==> config.mk <==
export PLATFORM = sky130hd
export DESIGN_NAME = ext_panel_in
export DESIGN_NICKNAME = d
export VERILOG_FILES = /design/src/rtl/ext_panel_in.sv
export SDC_FILE = /design/constraint.sdc
export NUM_CORES = 1
export LEC_CHECK = 0
export CORE_MARGIN = 8
export CORE_UTILIZATION = 55
export CTS_CLUSTER_SIZE = 30
export DETAILED_ROUTE_END_ITERATION = 10
export PLACE_DENSITY = 0.82
export SYNTH_ARGS = -nofsm -noshare
export SYNTH_HDL_FRONTEND = slang
export SYNTH_SLANG_ARGS = --single-unit
export TNS_END_PERCENT = 1
==> constraint.sdc <==
create_clock -name clk -period 18.5 [get_ports clk]
set_input_delay 1.85 -clock clk [delete_from_list [all_inputs] [get_ports clk]]
set_output_delay 1.85 -clock clk [all_outputs]
set_load 0.02 [all_outputs]
==> src/rtl/ext_panel_in.sv <==
// ext_panel_in
//   Front-end conditioning for the external panel inputs. Four toggle switches
//   and four active-low pushbuttons are synchronized into the clock domain and
//   debounced. Each button also runs a small press/auto-repeat machine that
//   emits single-cycle pulses.
//
// Ports
//   clk        : single clock, all state changes on the rising edge
//   reset      : asynchronous, active-high reset
//   sw_in      : raw switches, active-high, asynchronous to clk
//   btn_n_in   : raw pushbuttons, active-low, asynchronous to clk
//   rpt_en     : auto-repeat enable (synchronous)
//   switches   : debounced switch levels (bit 0 = power, bits 3:1 = LED select)
//   btn_level  : debounced button levels, 1 = pressed
//   btn_press  : one-cycle press / repeat pulses per button
//   ext        : status byte {btn_level, switches}
module ext_panel_in #(
  parameter int DB_CYCLES   = 50000,
  parameter int HOLD_CYCLES = 25000000,
  parameter int RPT_CYCLES  = 5000000
) (
  input  logic       clk,
  input  logic       reset,
  input  logic [3:0] sw_in,
  input  logic [3:0] btn_n_in,
  input  logic       rpt_en,
  output logic [3:0] switches,
  output logic [3:0] btn_level,
  output logic [3:0] btn_press,
  output logic [7:0] ext
);

  localparam int DBW  = $clog2(DB_CYCLES + 1);
  localparam int HMAX = (HOLD_CYCLES > RPT_CYCLES) ? HOLD_CYCLES : RPT_CYCLES;
  localparam int HW   = $clog2(HMAX + 1);

  localparam logic [DBW-1:0] DB_LAST  = DBW'(DB_CYCLES - 1);
  localparam logic [HW-1:0]  HOLD_TC  = HW'(HOLD_CYCLES);
  localparam logic [HW-1:0]  RPT_LAST = HW'(RPT_CYCLES - 1);

  typedef enum logic [1:0] {
    IDLE,
    HELD,
    REPEAT
  } btnState_t;

  // Channels 3:0 are switches, 7:4 are buttons inverted to active-high.
  logic [7:0] w_raw;
  logic [7:0] r_sync1;
  logic [7:0] r_sync2;
  logic [7:0] w_level;
  logic [7:0] w_levelNext;

  assign w_raw = {~btn_n_in, sw_in};

  // Two-flop synchronizer for every channel before anything else sees it.
  always_ff @(posedge clk or posedge reset) begin
    if (reset) begin
      r_sync1 <= '0;
      r_sync2 <= '0;
    end else begin
      r_sync1 <= w_raw;
      r_sync2 <= r_sync1;
    end
  end

  for (genvar ch = 0; ch < 8; ch++) begin : g_db
    logic           r_lvl;
    logic [DBW-1:0] r_dbCnt;
    logic           w_mismatch;
    logic           w_dbDone;

    // The level flips on the edge where the mismatch run would hit DB_CYCLES.
    assign w_mismatch      = r_sync2[ch] ^ r_lvl;
    assign w_dbDone        = w_mismatch && (r_dbCnt == DB_LAST);
    assign w_levelNext[ch] = w_dbDone ? ~r_lvl : r_lvl;
    assign w_level[ch]     = r_lvl;

    // Any agreeing cycle restarts the run, so short glitches never land.
    always_ff @(posedge clk or posedge reset) begin
      if (reset) begin
        r_lvl   <= 1'b0;
        r_dbCnt <= '0;
      end else begin
        r_lvl <= w_levelNext[ch];
        if (!w_mismatch || w_dbDone) begin
          r_dbCnt <= '0;
        end else begin
          r_dbCnt <= r_dbCnt + DBW'(1);
        end
      end
    end
  end

  for (genvar b = 0; b < 4; b++) begin : g_btn
    btnState_t       r_state;
    btnState_t       w_stateNext;
    logic [HW-1:0]   r_cnt;
    logic [HW-1:0]   w_cntNext;
    logic            r_press;
    logic            w_pressNext;
    logic            w_down;
    logic            w_release;

    // Release looks at the level being written this edge, so a release that
    // lands together with a terminal count wins and suppresses the pulse.
    assign w_down       = w_level[4 + b];
    assign w_release    = ~w_levelNext[4 + b];
    assign btn_press[b] = r_press;

    always_ff @(posedge clk or posedge reset) begin
      if (reset) begin
        r_state <= IDLE;
        r_cnt   <= '0;
        r_press <= 1'b0;
      end else begin
        r_state <= w_stateNext;
        r_cnt   <= w_cntNext;
        r_press <= w_pressNext;
      end
    end

    // HELD counts up to HOLD_CYCLES and saturates there while repeat is off.
    // REPEAT fires on the cycle the counter would reach RPT_CYCLES so that
    // repeat pulses are spaced exactly RPT_CYCLES apart.
    always_comb begin
      w_stateNext = r_state;
      w_cntNext   = r_cnt;
      w_pressNext = 1'b0;
      case (r_state)
        IDLE: begin
          if (w_down) begin
            w_pressNext = 1'b1;
            w_cntNext   = '0;
            w_stateNext = HELD;
          end
        end
        HELD: begin
          if (w_release) begin
            w_cntNext   = '0;
            w_stateNext = IDLE;
          end else if (r_cnt == HOLD_TC) begin
            if (rpt_en) begin
              w_pressNext = 1'b1;
              w_cntNext   = '0;
              w_stateNext = REPEAT;
            end
          end else begin
            w_cntNext = r_cnt + HW'(1);
          end
        end
        REPEAT: begin
          if (w_release) begin
            w_cntNext   = '0;
            w_stateNext = IDLE;
          end else if (!rpt_en) begin
            w_cntNext   = HOLD_TC;
            w_stateNext = HELD;
          end else if (r_cnt == RPT_LAST) begin
            w_pressNext = 1'b1;
            w_cntNext   = '0;
          end else begin
            w_cntNext = r_cnt + HW'(1);
          end
        end
        default: begin
          w_cntNext   = '0;
          w_stateNext = IDLE;
        end
      endcase
    end
  end

  assign switches  = w_level[3:0];
  assign btn_level = w_level[7:4];
  assign ext       = {btn_level, switches};

endmodule

==> results.sh <==
export IMPL_status="finished clean"
export IMPL_max_slew_margin=0.194
export IMPL_drive_above_1_share=0.0593
export IMPL_grt_usage=0.200
export IMPL_hold_path_startpoint="r_sync1[1]"
export IMPL_placed_area_sq_mm=0.0151
export IMPL_avgSynthCellArea_sq_um=9.15
export IMPL_period_share=0.225
export IMPL_io_pins=31
export IMPL_start_util=0.561
export IMPL_rrSetupSlack_ps=15200
export IMPL_cts_buffer_depth=3
export IMPL_die_w_um=179
export IMPL_rr_worst_depth=6
export IMPL_timing_rr_end="g_btn[1].r_cnt[8]"
export IMPL_synthDistinctLibCells=73
export IMPL_fin_tns_setup_ps=0
export IMPL_synth_top_cell_area_share=0.450
export IMPL_hpwlAfterDp_mm=21.7
export IMPL_p_comb_frac=0.022
export IMPL_clkPwrFrac=0.487
export IMPL_synth_edf_count=0
export IMPL_synth_nets=1646
export IMPL_p_int_uw=941
export IMPL_powerDensity_mw_per_mm2=74.6
export IMPL_hold_viol=0
export IMPL_arrival_ps=4730
export IMPL_synth_top_area_cell="dfrtp_1"
export IMPL_synth_seq_cells=264
export IMPL_ctsHoldBuffers=0
export IMPL_tightestPinTransition_ps=1200
export IMPL_clock_sinks=264
export IMPL_vias_per_cell=6.14
export IMPL_final_setup_skew_ps=8.80
export IMPL_fin_crit_ps=4160
export IMPL_drc=0
export IMPL_min_to="r_sync2[1]"
export IMPL_routed_wl_mm=31.9
export IMPL_drtAntennaViolNets=0
export IMPL_cts_resized=0
export IMPL_hold_ws_ps=348
export IMPL_postCtsSetupBuffers=0
export IMPL_htree_levels=1
export IMPL_ir_worst_vdd_uv=69.0
export IMPL_antenna_found_initial=0
export IMPL_ys_flop_type="dfrtp_1"
export IMPL_finalMaxSlewViolations=0
export IMPL_place_ws_ps=13620
export IMPL_synth_area_leaders="dfrtp_1, nor2_1, xor2_1, nand2_1, xnor2_1"
export IMPL_area_delta_synth_final_pct=9.45
export IMPL_whs_path_depth=0
export IMPL_clkTransAtPathRegs_ps=60
export IMPL_rsz0062_at_grt="false"
export IMPL_syn_area_sq_mm=0.0147
export IMPL_final_area_sq_mm=0.0161
export IMPL_end_kind="async pin"
export IMPL_dr_pass1_iters=5
export IMPL_seq_power_share=0.491
export IMPL_crit_fanout=119
export IMPL_wl_per_cell_um=16.3
export IMPL_yosys_warnings=0
export IMPL_async_reset_ff_frac=1.00
export IMPL_numCtsBuffers=28
export IMPL_grt_pass1_wl_mm=54.7
export IMPL_die_h_um=179
export IMPL_rows=59
export IMPL_finalPower_uw=1200
export IMPL_ctsRootBufferMaster="clkbuf_16"
export IMPL_r2r_start="g_btn[1].r_cnt[9]"
export IMPL_max_cap_viol_count=0
export IMPL_worst_slack_ps=14340
export IMPL_startpoint_type="input pin"
export IMPL_layout_commonest_cell="dfrtp_1"
export IMPL_fmax_mhz=240
export IMPL_grt_pass1_vias=11600
export IMPL_mostFrequentLayoutCells="dfrtp_1, nor2_1, nand2_1"
export IMPL_grt_overflow=0
export IMPL_die_area_sq_mm=0.0322
export IMPL_p_sw_frac=0.214
export IMPL_tritoncts="yes"
export IMPL_fp_coreArea_sq_mm=0.0261
export IMPL_leakagePower_uw=0.00682
export IMPL_criticalPathCategory="in2async"
export IMPL_syn_inst=1603
export IMPL_grt_max_degree=120
export IMPL_power_switching_uw=256
export IMPL_num_vias=12000
export IMPL_fin_nets=1642
export IMPL_hold_class="reg2reg"
export IMPL_drtIter0Drc=1011
export IMPL_clock_latency_ps=550
export IMPL_io_buffers=30
export IMPL_ys_seq_area_frac=0.450
export IMPL_finalSetupViolations=0
export IMPL_globalplace_congestion=0.945
export IMPL_cp_data_required_time_ps=19070
## critical path, stage by stage
cell             delay (ps)
clkdlybuf4s50_1         490
inv_8                   580
buf_4                   880
buf_4                   780
## registers in the layout, summed over array words and instances, names as in the netlist
signal         flops
g_db.r_dbCnt     128
g_btn.r_cnt      100
g_btn.r_state      8
r_sync1            8
r_sync2            8
g_btn.r_press      4
g_btn.w_down       4
g_db.r_lvl         4
## layer usage
| layer | wire [um] | global-route usage | share of wire |
|---|---|---|---|
| met5 | 0 | 0 | 0 |
| met4 | 922 | 0.0767 | 0.029 |
| met3 | 1800 | 0.0280 | 0.056 |
| met2 | 15200 | 0.331 | 0.48 |
| met1 | 14000 | 0.264 | 0.44 |
## cell type report
class,instances,area [sq um]
antenna,1,2.50
clock inverter,13,156
timing repair buffer,38,360
clock buffer,38,818
tap,335,419
multi-input combinational,1196,7420
fill,2164,10100
inverter,71,274
sequential,264,6610
## per-stage QoR
step | instances | utilization
2_1_floorplan | 1603 | -
3_3_place_gp | 1904 | 0.577
3_5_place_dp | 1904 | 0.577
4_1_cts | 1955 | 0.614
5_1_grt | 1955 | 0.614
6_report | 1956 | 0.614
## kinds of logic (layout without fill, tap and decap cells)
group	after synthesis	count (layout)	synth area share
fa+ha+maj	32	32	0.0273
mux	22	22	0.0164
xor+xnor	119	119	0.0711
buf+inv	143	160	0.0443
flops	264	264	0.450
other cells	0	1	0
simple gates	745	745	0.261
compound gates	278	278	0.130
## power by group through the flow
stage / combinational, uW / clock (uW) / sequential [uW]
after global placement: 26.6 / 0 / 598
after global routing: 31.4 / 622 / 588
after detailed placement: 27.4 / 0 / 598
after CTS: 27.7 / 598 / 587
final: 26.6 / 583 / 587
after floorplan: 19.2 / 0 / 597
## how the worst max path moves through the flow
stage                      from                  end  slack, ps  cells after the start
after detailed placement  reset  g_db[2].r_dbCnt[13]      13620                      4
after floorplan           reset    g_btn[0].r_cnt[0]       9380                      1
after CTS                 reset  g_db[2].r_dbCnt[14]      14220                      4
final                     reset   g_db[7].r_dbCnt[7]      14340                      4
after global placement    reset  g_db[2].r_dbCnt[12]      13680                      4
after global routing      reset   g_db[6].r_dbCnt[0]      13860                      4
## Yosys cell counts, types with 4 or more instances
| cell | count |
|---|---|
| a211o_1 | 4 |
| a211oi_1 | 6 |
| a21o_1 | 14 |
| a21oi_1 | 65 |
| a22o_1 | 28 |
| a22oi_1 | 5 |
| a31oi_1 | 14 |
| and2_1 | 19 |
| and3_1 | 66 |
| and4_1 | 12 |
| buf_4 | 21 |
| buf_6 | 4 |
| clkbuf_1 | 42 |
| dfrtp_1 | 264 |
| ha_1 | 32 |
| inv_1 | 68 |
| mux2_2 | 16 |
| mux2i_1 | 6 |
| nand2_1 | 138 |
| nand2b_1 | 10 |
| nand3_1 | 99 |
| nand4_1 | 41 |
| nor2_1 | 191 |
| nor2b_1 | 17 |
| nor3_1 | 53 |
| nor4_1 | 23 |
| nor4b_1 | 14 |
| nor4bb_1 | 11 |
| o2111ai_1 | 8 |
| o211ai_1 | 14 |
| o21ai_0 | 35 |
| o21ai_1 | 9 |
| o221ai_1 | 7 |
| o22ai_1 | 13 |
| o311ai_0 | 6 |
| o31a_1 | 5 |
| o31ai_1 | 10 |
| or2_2 | 7 |
| or3_1 | 20 |
| or4_1 | 10 |
| xnor2_1 | 58 |
| xor2_1 | 61 |
Note: power is estimated with default switching activity, not from simulation.
